**config.mk**
```make
export PLATFORM = sky130hd
export DESIGN_NAME = capture_sequencer
export DESIGN_NICKNAME = d
export VERILOG_FILES = /design/src/rtl/capture_sequencer.sv
export SDC_FILE = /design/constraint.sdc
export NUM_CORES = 1
export LEC_CHECK = 0
export BUFFER_PORTS_ARGS = -buffer_cell sky130_fd_sc_hd__buf_2
export CORE_MARGIN = 8
export CORE_UTILIZATION = 25
export CTS_CLUSTER_SIZE = 30
export DETAILED_ROUTE_END_ITERATION = 8
export PLACE_DENSITY = 0.46
export REMOVE_ABC_BUFFERS = 1
export SLEW_MARGIN = 0
export SYNTH_ARGS = -nofsm -noshare
export SYNTH_HDL_FRONTEND = slang
export SYNTH_SLANG_ARGS = --single-unit
```
**constraint.sdc**
```tcl
create_clock -name clk100_i -period 2.8 [get_ports clk100_i]
set_input_delay 0.42 -clock clk100_i [delete_from_list [all_inputs] [get_ports clk100_i]]
set_output_delay 0.42 -clock clk100_i [all_outputs]
set_load 0.02 [all_outputs]
```
**src/rtl/capture_sequencer.sv**
```systemverilog
// Two-key capture sequencer: key0 arms, key2 captures the switch value, and an
// armed window that expires without a capture is counted as a timeout.
module capture_sequencer #(
  parameter int unsigned TIMEOUT_CYCLES = 100000000
) (
  input  logic        clk100_i,
  input  logic        rstn_i,
  input  logic        clr_i,
  input  logic        key0_pressed_i,
  input  logic        key2_pressed_i,
  input  logic [9:0]  sw_i,
  output logic [9:0]  data_o,
  output logic [15:0] count_o,
  output logic [7:0]  err_cnt_o,
  output logic [1:0]  state_o,
  output logic        load_o,
  output logic        timeout_o
);

  typedef enum logic [1:0] {
    IDLE    = 2'd0,
    ARMED   = 2'd1,
    CAPTURE = 2'd2,
    TIMEOUT = 2'd3
  } state_e;

  localparam logic [26:0] TIMER_LAST = 27'(TIMEOUT_CYCLES - 32'd1);

  state_e      state_q, state_d;
  logic [26:0] timer_q, timer_d;
  logic        key0_prev_q, key0_prev_d;
  logic        key2_prev_q, key2_prev_d;
  logic [9:0]  data_q, data_d;
  logic [15:0] count_q, count_d;
  logic [7:0]  err_q, err_d;
  logic        load_q, load_d;
  logic        timeout_q, timeout_d;

  logic        key0_rise_s;
  logic        key2_rise_s;
  logic        arm_ok_s;
  logic        capture_ok_s;

  assign key0_rise_s  = key0_pressed_i & ~key0_prev_q;
  assign key2_rise_s  = key2_pressed_i & ~key2_prev_q;
  // A rise only counts when the other key is not held at the same time.
  assign arm_ok_s     = key0_rise_s & ~key2_pressed_i;
  assign capture_ok_s = key2_rise_s & ~key0_pressed_i;

  // Next-state and next-output computation for the sequencer.
  always_comb begin
    state_d     = state_q;
    timer_d     = timer_q;
    data_d      = data_q;
    count_d     = count_q;
    err_d       = err_q;
    load_d      = 1'b0;
    key0_prev_d = key0_pressed_i;
    key2_prev_d = key2_pressed_i;

    if (clr_i) begin
      state_d = IDLE;
      timer_d = 27'd0;
      data_d  = 10'd0;
      count_d = 16'd0;
      err_d   = 8'd0;
    end else begin
      case (state_q)
        IDLE: begin
          if (arm_ok_s) begin
            state_d = ARMED;
            timer_d = 27'd0;
          end else begin
            state_d = IDLE;
          end
        end
        ARMED: begin
          timer_d = timer_q + 27'd1;
          // Capture beats both re-arm and timeout when they coincide.
          if (capture_ok_s) begin
            state_d = CAPTURE;
          end else if (key0_rise_s) begin
            timer_d = 27'd0;
          end else if (timer_q == TIMER_LAST) begin
            state_d = TIMEOUT;
            if (err_q != 8'hFF) begin
              err_d = err_q + 8'd1;
            end else begin
              err_d = err_q;
            end
          end else begin
            state_d = ARMED;
          end
        end
        CAPTURE: begin
          state_d = IDLE;
          data_d  = sw_i;
          count_d = count_q + 16'd1;
          load_d  = 1'b1;
        end
        TIMEOUT: begin
          if (arm_ok_s) begin
            state_d = ARMED;
            timer_d = 27'd0;
          end else begin
            state_d = TIMEOUT;
          end
        end
        default: begin
          state_d = IDLE;
          timer_d = 27'd0;
        end
      endcase
    end

    timeout_d = (state_d == TIMEOUT);
  end

  // State and output registers with asynchronous reset.
  always_ff @(posedge clk100_i or negedge rstn_i) begin
    if (!rstn_i) begin
      state_q     <= IDLE;
      timer_q     <= 27'd0;
      key0_prev_q <= 1'b0;
      key2_prev_q <= 1'b0;
      data_q      <= 10'd0;
      count_q     <= 16'd0;
      err_q       <= 8'd0;
      load_q      <= 1'b0;
      timeout_q   <= 1'b0;
    end else begin
      state_q     <= state_d;
      timer_q     <= timer_d;
      key0_prev_q <= key0_prev_d;
      key2_prev_q <= key2_prev_d;
      data_q      <= data_d;
      count_q     <= count_d;
      err_q       <= err_d;
      load_q      <= load_d;
      timeout_q   <= timeout_d;
    end
  end

  assign data_o    = data_q;
  assign count_o   = count_q;
  assign err_cnt_o = err_q;
  assign state_o   = state_q;
  assign load_o    = load_q;
  assign timeout_o = timeout_q;

endmodule

```
# Word level (Yosys, flattened, before mapping)
# Cells that the tools add are included.
classes:
  n_addsub: 3
  mux: 24
  bitwise_logic: 8
  n_reduce_logical: 9
  eq_ne: 9
op_table:
  columns: ["operator", "count"]
  rows:
  - ["2-to-1 mux 27 bit", 4]
  - ["case mux 27 bit (2 select lines)", 1]
  - ["2-to-1 mux 8 bit", 6]
  - ["2-to-1 mux 16 bit", 2]
  - ["adder 27 x 1 -> 27 bit, second input constant", 1]
  - ["== test 27 bit, second input constant", 1]
  - ["2-to-1 mux 10 bit", 2]
  - ["adder 16 x 1 -> 16 bit, second input constant", 1]
  - ["2-to-1 mux 2 bit", 5]
  - ["adder 8 x 1 -> 8 bit, second input constant", 1]
  - ["inequality test 8 bit, second input constant", 1]
  - ["case mux 2 bit (4 select lines)", 1]
  - ["nonzero test 2 bit", 4]
  - ["== test 2 bit, second input constant", 3]
  - ["AND reduction 5 bit", 1]
  - ["AND 1 bit", 4]
  - ["inequality test 2 bit, second input constant", 2]
  - ["NOT 1 bit", 4]
  - ["2-to-1 mux 1 bit", 3]
  - ["inequality test 3 x 1 -> 1 bit, second input constant", 1]
  - ["nonzero test 3 bit", 1]
  - ["== test 2 x 1 -> 1 bit, second input constant", 1]
  - ["zero test 2 bit", 1]
  - ["AND reduction 2 bit", 1]
  - ["OR reduction 2 bit", 1]
totals:
  out_inout_bits: 38
  input_bits: 15
  word_cells: 62
  regBits: 67

# Depth between registers and ports, before layout
# Gate-level depths: netlist of run 1.
depth:
  ltp_word: 7
  ltp_mapped: 8
  mapped_depth_nobuf: 7

# Worst setup path before layout of run 1
# No wires, ideal clock.
synth_path:
  kind: "flip-flop to flip-flop"
  start: "register state_q[0] (netlist: state_o[0])"
  end: "register timer_q[23]"
  arrival_time_ns: 2.042
  t_required_ns: 2.722
  setup_slack_ns: 0.681
  setup_time_ns: 0.078
  path_buffers: 1
  stages_incl_launch_ff: 8
  path_cell_list: "dfrtp_1 > inv_1 > ha_1 > o31ai_2 > buf_2 > nand4_2 > or3_1 > a21oi_1"
synth_via:
  elab_chain_cells: 4
  elab_cells_between_ends: 9
synth_rtl:
  columns: ["item", "line_no", "source"]
  rows:
  - ["start: declaration", "29", "state_e state_q, state_d;"]
  - ["start signal: assignment", "132", "state_q <= state_d;"]
  - ["== test 2 bit / zero test 2 bit (equally long branches)", "68", "case (state_q)"]
  - ["OR reduction 2 bit (no line)", null, null]
  - ["case mux 27 bit (2 select lines), or another cell as far along", "68", null]
  - ["2-to-1 mux 27 bit / AND reduction 2 bit (equally long branches)", null, null]
  - ["end signal: assignment", "133", "timer_q <= timer_d;"]
  - ["end: declaration", "30", "logic [26:0] timer_q, timer_d;"]
# Several ways; a longest one is shown, not always the timed one.
# A chain may end at the register's enable or synchronous reset.

# Final worst setup path of run 1
layout_path:
  start: "register state_q[0] (netlist: state_o[0])"
  end: "register timer_q[20]"
# The elaborated chain is that of the path after synthesis.

==> results.py, run 1 <==
metrics = {
    "setup_path": {
        "critPathArrivalTime_ns": 2.42,
        "crit-reg2reg-launch": "state_o[0]",
        "crit_path_end_kind": "flip-flop",
        "crit_start": "state_o[0]",
        "start_kind": "flip-flop",
        "crit_type": "flip-flop to flip-flop",
        "cp_max_fo": 15,
        "cp.required_ns": 2.97,
    },
    "yosys": {
        "synth-edff-count": 0,
        "synth_cells": 348,
        "synth.cell_area_sq_um": 3487,
        "yosys_warnings": 0,
        "synthDistinctLibCells": 52,
        "async_reset_ff_share_pct": 100.0,
        "ys_seq_area_share_pct": 48.08,
        "postSynthAreaPerCell_sq_um": 10.02,
        "synth_seq_cells": 67,
        "synth_flop_cell": "dfrtp_1",
    },
    "outcome": {
        "status": "completed",
    },
    "clock_network": {
        "numCtsBuffers": 9,
        "cts_buffer_depth": 2,
        "numClockSinks": 67,
        "cts.htree.levels": 3,
        "insertion_delay_ns": 0.33,
        "cts_resized": 0,
        "cts_setup_buffers": 0,
        "ctsHoldBuffers": 0,
        "clk_pin_slew_worst_paths_ns": 0.06,
        "tritoncts": "done",
        "cts_root_buf": "clkbuf_16",
    },
    "sta": {
        "worst_pin_slew_ns": 0.9916,
        "rsz0062_at_grt": "no",
        "maxSlewHeadroom_pct": 33.65,
        "setup_tns_ns": 0,
        "setup_viol": 0,
        "skew_ns": 0.009218,
        "fmax_ghz": 0.4445,
        "hold_violations": 0,
        "fin_crit_sh_pct": 80.35,
        "period_minus_slack_ns": 2.250,
        "drv_slew": 0,
    },
    "grt": {
        "grt_max_degree": 40,
        "grt_pass1_wl_mm": 14.34,
        "antenna_found_initial": 0,
        "grt_pass1_vias": 2758,
        "grt.total_usage_pct": 9.897,
        "grt-ovfl-total": 0,
    },
    "floorplanning": {
        "core_area_sq_um": 13770,
        "start_util_pct": 25.32,
        "die_w_microns": 134.1,
        "dieArea_sq_um": 17980,
        "fp-row-count": 43,
        "pin_count": 53,
        "die_y_microns": 134.1,
    },
    "cells_and_area": {
        "final_common_cell": "dfrtp_1",
        "drive_gt1_share_pct": 21.52,
        "nFillCells": 1472,
        "finish.instance_area_sq_um": 4280,
        "antenna_cells": 0,
        "final_cell_mix": "67 x dfrtp_1, 52 x buf_2, 51 x nor2_1",
        "nets": 427,
        "post_layout_nonfiller_instances": 589,
        "syn_to_final_growth_pct": 22.75,
    },
    "power": {
        "powerDensity_nw_per_um2": 520.1,
        "leakagePower_uw": 0.001953,
        "ir_worst_vdd_mv": 0.2498,
    },
    "routing": {
        "wl_per_cell_microns": 14.58,
        "via_count": 2740,
        "drt_iter0_drc": 131,
        "firstDrtPassIters": 4,
        "postRouteAntennaNets": 0,
        "avgViaCountPerCell": 4.652,
        "drt-total-wl_mm": 8.588,
        "route.detailed.drc": 0,
    },
    "placed_design": {
        "placed_cell_area_sq_um": 3978,
        "routabilityCongestion": 0.7550,
        "dpl.cell_count": 574,
        "hpwl_mm": 6.178,
        "io_buffers": 52,
    },
    "worst_hold_path": {
        "min-delay-path-class": "input port to asynchronous set/reset pin",
    },
    "flow_run": {
        "max_cap_viol_count": 0,
    },
}
-- Yosys cell counts, types with 2 or more instances --
master    instances  area [sq um]
a31oi_1           2         12.51
nor4_1            5         31.28
mux2i_1          12         120.1
nand4_1          17         106.4
nor4_4            2         42.54
nand3b_1          2         15.01
or3_1             6         37.54
xor2_1           18         157.7
o31ai_1           3         22.52
a21oi_1          11         55.05
and3_1            6         37.54
nand3_1          13         65.06
and4_1            3         26.28
buf_2             3         15.01
nand2_1          26         97.59
nor3_1            6         30.03
nor3b_1           3         22.52
clkbuf_1          8         30.03
xnor2_1           9         78.83
inv_1             7         26.28
mux2_1            2         22.52
and2_1            4         25.02
ha_1              7         87.58
nor2b_1           4         25.02
nor2_1           51         191.4
dfrtp_1          67          1677
o21ai_0          25         125.1
nand4_4           2         42.54
-- cells by family after synthesis --
kind of cell	share of synthesized area, %
adder cells (fa/ha/maj)	2.512
buffers and inverters	2.261
multiplexers	4.091
XOR/XNOR	6.782
AND/OR/NAND/NOR	26.91
AO/OA/AOI/OAI	9.365
flip-flops	48.08
-- through the flow --
stage	util [%]	power (uW)	worst slack (ns)	hold WS, ns
2_1_floorplan	-	1025	0.5035	0.1244
5_1_grt	31.08	2307	0.2842	0.2143
3_3_place_gp	28.88	1088	0.6164	0.4554
3_5_place_dp	28.88	1089	0.4898	0.4734
4_1_cts	31.08	2259	0.4915	0.2067
6_report	31.08	2226	0.5503	0.1839
-- critical path: stages (launching register included) --
cell and delay (ns):
dfrtp_1 0.43, inv_1 0.10, ha_1 0.36, o31a_1 0.32, nor2_1 0.76, nor2_1 0.12
-- registers in the layout, indices dropped and copies added, names as in the netlist --
register and flops:
load_o 1, err_cnt_o 8, state_o 2, key0_prev_q 1, timer_q 27, timeout_o 1
key2_prev_q 1, count_o 16, data_o 10
-- power by group --
part | switching [uW] | internal [uW]
clock | 428 | 731
combinational | 67.1 | 26.1
sequential | 2.23 | 972
total | 497 | 1730
-- metal layers --
metal,global-route usage [%],share of wire (%),up-vias
met5,0,0,-
met4,3.556,1.3,0
met3,2.917,5.9,10
met2,16.17,46,58
met1,12.12,47,1318
li1,-,-,1354
-- final timing paths --
check / to / slack, ns / depth (start not counted)
max: timer_q[20] / 0.55 / 5
min: data_o[2] / 0.18 / 1
max reg2reg: timer_q[20] / 0.55 / 5
min reg2reg: timer_q[16] / 0.48 / 1
max in group asynchronous: err_cnt_o[7] / 1.94 / 2
min in group clk100_i: key0_prev_q / 0.22 / 1
-- cell type report --
cell class              count  area, sq um  share of cell area [%]
repair buffers             58        317.8                   7.425
clock buffers              11        252.7                   5.905
multi-input cells         262         1732                   40.46
flip-flops and latches     67         1677                   39.17
inverters                   7        26.28                  0.6139
clock inverters             4        50.05                   1.169
well taps                 180        225.2                   5.262
No activity file was read; power rests on OpenSTA's default activity.
==> run 2, diff against run 1 <==
PLACE_DENSITY = 0.47   (was 0.46)
clock period = 1.9 ns   (was 2.8 ns; I/O delays follow)
==> run 2 against run 1 <==
The flow now finishes with violations (setup timing). Hold slack lost 0.060 ns. Clock skew shrank 0.0052 ns. Sequential power grew 47%. Critical path depth grew 2. Die area is the same. Register-to-register slack lost 0.57 ns. Largest power group unchanged.
==> results.py, run 2 (synthesis gave the netlist of run 1 again) <==
metrics = {
    "worst_hold_path": {
        "whs_path_depth": 1,
        "hold_path.startpoint": "key0_pressed_i",
        "min-delay-path-class": "input port to flip-flop",
    },
    "setup_path": {
        "crit_start": "timer_q[1]",
        "reg2reg_setup_slack_ns": -0.02,
        "r2r-end": "timer_q[22]",
        "cp_max_fo": 6,
        "worst-r2r-cell-count": 7,
        "crit_end": "timer_q[22]",
        "crit_path_end_kind": "flip-flop",
        "crit-reg2reg-launch": "timer_q[1]",
        "crit_type": "flip-flop to flip-flop",
        "critPathArrivalTime_ns": 2.17,
        "start_kind": "flip-flop",
        "cp.required_ns": 2.15,
    },
    "placed_design": {
        "routabilityCongestion": 0.7357,
        "dp_slack_ns": -0.2331,
        "hpwl_mm": 6.652,
        "placed_cell_area_sq_um": 4390,
        "io_buffers": 52,
        "dpl.cell_count": 629,
    },
    "clock_network": {
        "numClockSinks": 67,
        "cts_buffer_depth": 2,
        "insertion_delay_ns": 0.32,
        "cts.htree.levels": 3,
        "tritoncts": "done",
        "numCtsBuffers": 9,
        "cts_root_buf": "clkbuf_16",
        "clk_pin_slew_worst_paths_ns": 0.05,
    },
    "sta": {
        "maxSlewHeadroom_pct": 74.94,
        "fin_crit_sh_pct": 101.0,
        "setup_tns_ns": -0.01927,
        "fmax_ghz": 0.5210,
        "drv_slew": 0,
        "skew_ns": 0.003980,
        "rsz0062_at_grt": "yes",
        "period_minus_slack_ns": 1.919,
        "setup_viol": 1,
        "setup_ws_ns": -0.01927,
        "worst_pin_slew_ns": 0.3750,
        "hold_violations": 0,
    },
    "routing": {
        "wl_per_cell_microns": 13.95,
        "drt_iter0_drc": 168,
        "avgViaCountPerCell": 4.646,
        "via_count": 3043,
        "drt-total-wl_mm": 9.135,
        "postRouteAntennaNets": 0,
        "firstDrtPassIters": 4,
        "route.detailed.drc": 0,
    },
    "cells_and_area": {
        "finish.instance_area_sq_um": 4992,
        "final_common_cell": "dfrtp_1",
        "post_layout_nonfiller_instances": 655,
        "final_cell_mix": "67 x dfrtp_1, 64 x buf_4, 52 x buf_2",
        "regMostFlops": "timer_q",
        "syn_to_final_growth_pct": 43.16,
        "nets": 493,
        "antenna_cells": 0,
        "largest_reg_flops": 27,
        "nFillCells": 1402,
        "drive_gt1_share_pct": 37.47,
    },
    "grt": {
        "grt.total_usage_pct": 10.63,
        "antenna_found_initial": 0,
        "grt_pass1_wl_mm": 15.53,
        "grt_max_degree": 40,
        "grt-ovfl-total": 0,
        "grt_pass1_vias": 3055,
    },
    "flow_run": {
        "max_cap_viol_count": 0,
    },
    "power": {
        "ir_worst_vdd_mv": 0.4097,
        "leakagePower_uw": 0.002378,
        "powerDensity_nw_per_um2": 661.2,
        "fin_total_pwr_uw": 3301,
    },
    "outcome": {
        "violations": "setup timing",
        "status": "finished, violations left",
    },
    "floorplanning": {
        "fp-row-count": 43,
        "start_util_pct": 25.32,
        "pin_count": 53,
        "dieArea_sq_um": 17980,
        "die_y_microns": 134.1,
        "die_w_microns": 134.1,
        "core_area_sq_um": 13770,
    },
}
[run 2: changes by cell type in the layout (fill, tap and decap cells not counted), moves of 3 or more]
| cell | delta |
|---|---|
| o21ai_1 | +3 |
| buf_4 | +59 |
| o21ai_0 | -3 |
| nor4_1 | -3 |
| buf_6 | +6 |
| ha_1 | -3 |
[run 2: per-layer routing]
layer / track usage, % / part of all wire [%] / vias up / wire length [microns]
met5: 0 / 0 / - / 0
met4: 4.055 / 1.6 / 0 / 142
met3: 3.029 / 5.6 / 10 / 515
met2: 16.64 / 46 / 67 / 4223
met1: 13.58 / 47 / 1472 / 4254
li1: - / - / 1494 / -
[run 2: report_power, final]
group	internal, uW	total [uW]	switching (uW)	leakage [uW]
Sequential	1430	1430	2.11	0.000931
Clock	1080	1670	587	0.000146
Combinational	79.5	200	121	0.00130
Total	2590	3300	710	0.00238
[run 2: through the flow]
| stage | util, % | hold WS [ns] |
|---|---|---|
| 2_1_floorplan | - | -0.01059 |
| 3_3_place_gp | 31.88 | 0.1495 |
| 3_5_place_dp | 31.88 | 0.1495 |
| 4_1_cts | 35.05 | 0.1096 |
| 5_1_grt | 36.25 | 0.1124 |
| 6_report | 36.25 | 0.1235 |
[run 2: worst max-delay path: stages (launching register included)]
cell      delay (ns)
dfrtp_1         0.37
ha_2            0.21
buf_6           0.12
nand2_4         0.06
nor4_4          0.39
nand4b_4        0.17
or3_4           0.41
a21oi_2         0.12
[run 2: cell type report]
cell class              instances  area [sq um]  share of cell area [%]
multi-input cells             262          1931                   38.67
flip-flops and latches         67          1677                   33.58
repair buffers                124         838.3                   16.79
clock buffers                  13         260.3                   5.213
well taps                     180         225.2                   4.511
clock inverters                 2         35.03                  0.7018
inverters                       7         26.28                  0.5263
[run 2: worst min path at each step]
stage,endpoint,slack (ns)
3_3_place_gp,data_o[0],0.15
3_5_place_dp,data_o[0],0.15
6_report,key0_prev_q,0.12
2_1_floorplan,count_o[0],-0.01
5_1_grt,key0_prev_q,0.11
4_1_cts,key0_prev_q,0.11
[run 2: what timing repair did]
action | CTS | global route
endpoints found under the hold margin | 6 | 0
hold buffers | 1 | 0
resized for setup | 22 | 26
pin swaps | 13 | 11
endpoints found under the setup margin | 19 | 33
buffers inserted | 6 | 6
==> run 3, diff against run 2 <==
CORE_UTILIZATION = 51   (was 25)
PLACE_DENSITY = 0.8   (was 0.47)
==> run 3 against run 2 <==
The flow still finishes with violations (setup timing). Die area is 46% lower. Final area down 9.3%. Global-route usage increased by 7.6 points. Critical path depth unchanged. Sequential share of layout area up 3.5 points. Non-clock buffer count decreased by 21. Worst setup slack improved by 0.015 ns. Clock-buffer cell count down 2. Via count is 1.6% higher. Routed wire length shrank 2.7%. Largest cell class unchanged. Highest routed layer unchanged.
==> results.py, run 3 (synthesis gave the netlist of run 1 again) <==
metrics = {
    "cells_and_area": {
        "syn_to_final_growth_pct": 29.82,
        "ff_latch_area_sq_um": 1678,
        "utilization_pct": 67.37,
        "final_common_cell": "dfrtp_1",
        "largest_reg_flops": 27,
        "antenna_cells": 0,
        "nets": 472,
        "final_cell_mix": "66 x dfrtp_1, 52 x buf_2, 50 x nor2_1",
        "regMostFlops": "timer_q",
        "multi_input_area_sq_um": 1868,
        "drive_gt1_share_pct": 34.36,
        "nFillCells": 482,
    },
    "placed_design": {
        "hpwl_mm": 6.102,
        "io_buffers": 52,
        "routabilityCongestion": 0.8658,
    },
    "sta": {
        "period_minus_slack_ns": 1.904,
        "fin_crit_sh_pct": 100.2,
        "fmax_ghz": 0.5253,
        "setup_tns_ns": -0.003845,
        "setup_viol": 1,
        "worst_pin_slew_ns": 0.5426,
        "hold_slack_ns": 0.07514,
        "maxSlewHeadroom_pct": 63.82,
        "setup_ws_ns": -0.003845,
        "drv_slew": 0,
        "skew_ns": 0.009170,
        "hold_violations": 0,
        "rsz0062_at_grt": "yes",
    },
    "power": {
        "fin_total_pwr_uw": 2830,
        "p_int_uw": 2157,
        "clkPwrFrac_pct": 43.4,
        "leakagePower_uw": 0.002195,
        "power_frac_seq_pct": 50.6,
        "p_sw_uw": 672.6,
        "ir_worst_vdd_mv": 0.3163,
        "powerDensity_nw_per_um2": 625.2,
        "p_sw_share_pct": 23.77,
        "share_comb_of_total_power_pct": 6.1,
    },
    "clock_network": {
        "cts_buffer_depth": 2,
        "cts.htree.levels": 3,
        "numCtsBuffers": 9,
        "clk_pin_slew_worst_paths_ns": 0.07,
        "tritoncts": "done",
        "numClockSinks": 67,
        "cts_root_buf": "clkbuf_8",
        "insertion_delay_ns": 0.35,
    },
    "floorplanning": {
        "dieArea_sq_um": 9740,
        "pin_count": 53,
        "die_w_microns": 98.69,
        "die_y_microns": 98.69,
        "core_area_sq_um": 6719,
        "fp-row-count": 30,
        "start_util_pct": 51.90,
    },
    "grt": {
        "grt_pass1_vias": 2980,
        "grt_pass1_wl_mm": 14.45,
        "grt_max_degree": 44,
        "grt-ovfl-total": 0,
        "antenna_found_initial": 0,
        "grt.total_usage_pct": 18.27,
    },
    "worst_hold_path": {
        "min-delay-path-class": "input port to flip-flop",
        "whs_path_depth": 1,
    },
    "setup_path": {
        "crit_cells": 7,
        "start_kind": "flip-flop",
        "crit_family": "simple AND/OR/NAND/NOR gates",
        "max_stage_delay_ns": 0.41,
        "reg2reg_setup_slack_ns": -0.004,
        "cp.required_ns": 2.18,
        "critPathArrivalTime_ns": 2.19,
        "crit_type": "flip-flop to flip-flop",
        "path_buf_inv": 1,
        "crit_path_top_delay_cell": "or3_4",
        "path_cells": "ha_2, buf_6, nand2_4, nor4_4, nand4b_4, or3_4, a21oi_2",
        "crit_path_end_kind": "flip-flop",
        "crit-reg2reg-launch": "timer_q[1]",
        "cp_max_fo": 6,
        "r2r-end": "timer_q[22]",
        "crit_start": "timer_q[1]",
        "crit_end": "timer_q[22]",
        "worst-r2r-cell-count": 7,
    },
    "routing": {
        "firstDrtPassIters": 5,
        "avgViaCountPerCell": 5.790,
        "wl_per_cell_microns": 16.65,
        "drt_iter0_drc": 194,
        "via_count": 3092,
        "drt-total-wl_mm": 8.889,
        "route.detailed.drc": 0,
        "postRouteAntennaNets": 0,
    },
    "flow_run": {
        "max_cap_viol_count": 0,
    },
    "outcome": {
        "violations": "setup timing",
        "status": "finished, violations left",
    },
}
[run 3: cell types whose count changed in the layout (fill, tap and decap cells not counted), sizes merged]
| cell | previous run | this run |
|---|---|---|
| clkbuf | 13 | 11 |
| clkinvlp | 0 | 2 |
| buf | 123 | 102 |
[run 3: cell type report]
type / instances / area share (%)
multi-input combinational: 262 / 41.27
sequential: 67 / 37.06
timing repair buffer: 103 / 14.43
clock buffer: 11 / 3.344
tap: 80 / 2.211
clock inverter: 4 / 1.106
inverter: 7 / 0.5804
[run 3: how the worst min path moves through the flow]
stage / from / endpoint
CTS: key0_pressed_i / key0_prev_q
detailed placement: rstn_i / count_o[1]
global route: key0_pressed_i / key0_prev_q
floorplan: rstn_i / count_o[0]
finish: key0_pressed_i / key0_prev_q
global placement: rstn_i / data_o[5]
[run 3: power groups by stage]
stage                     Combinational [uW]  Clock (uW)  Sequential (uW)
after floorplan                         47.8           0             1460
after global placement                   149           0             1460
after detailed placement                 154           0             1460
after CTS                                162        1230             1430
after global routing                     190        1300             1430
final                                    171        1230             1430
[run 3: timing repair]
action,in CTS,in global routing
hold endpoints to repair,24,0
resized for setup,7,26
pin swaps,1,10
hold buffers,1,0
buffers inserted,1,2
endpoints found under the setup margin,10,26
[run 3: per-layer routing]
metal	GRT usage, %	vias up	share of wire, %	wire length, microns
met1	21.67	1531	42	3690
met4	7.674	0	1.7	155
li1	-	1442	-	-
met3	4.369	14	6.3	560
met2	30.93	105	50	4484
met5	0	-	0	0
[run 3: stage by stage]
| step | cells | worst slack, ns | area [sq um] |
|---|---|---|---|
| finish | 534 | -0.003845 | 4527 |
| global route | 534 | -0.04424 | 4527 |
| CTS | 532 | -0.001030 | 4400 |
| detailed placement | 515 | -0.04410 | 4148 |
| global placement | 515 | 0.01151 | 4148 |
| floorplan | 336 | -0.3965 | 3435 |
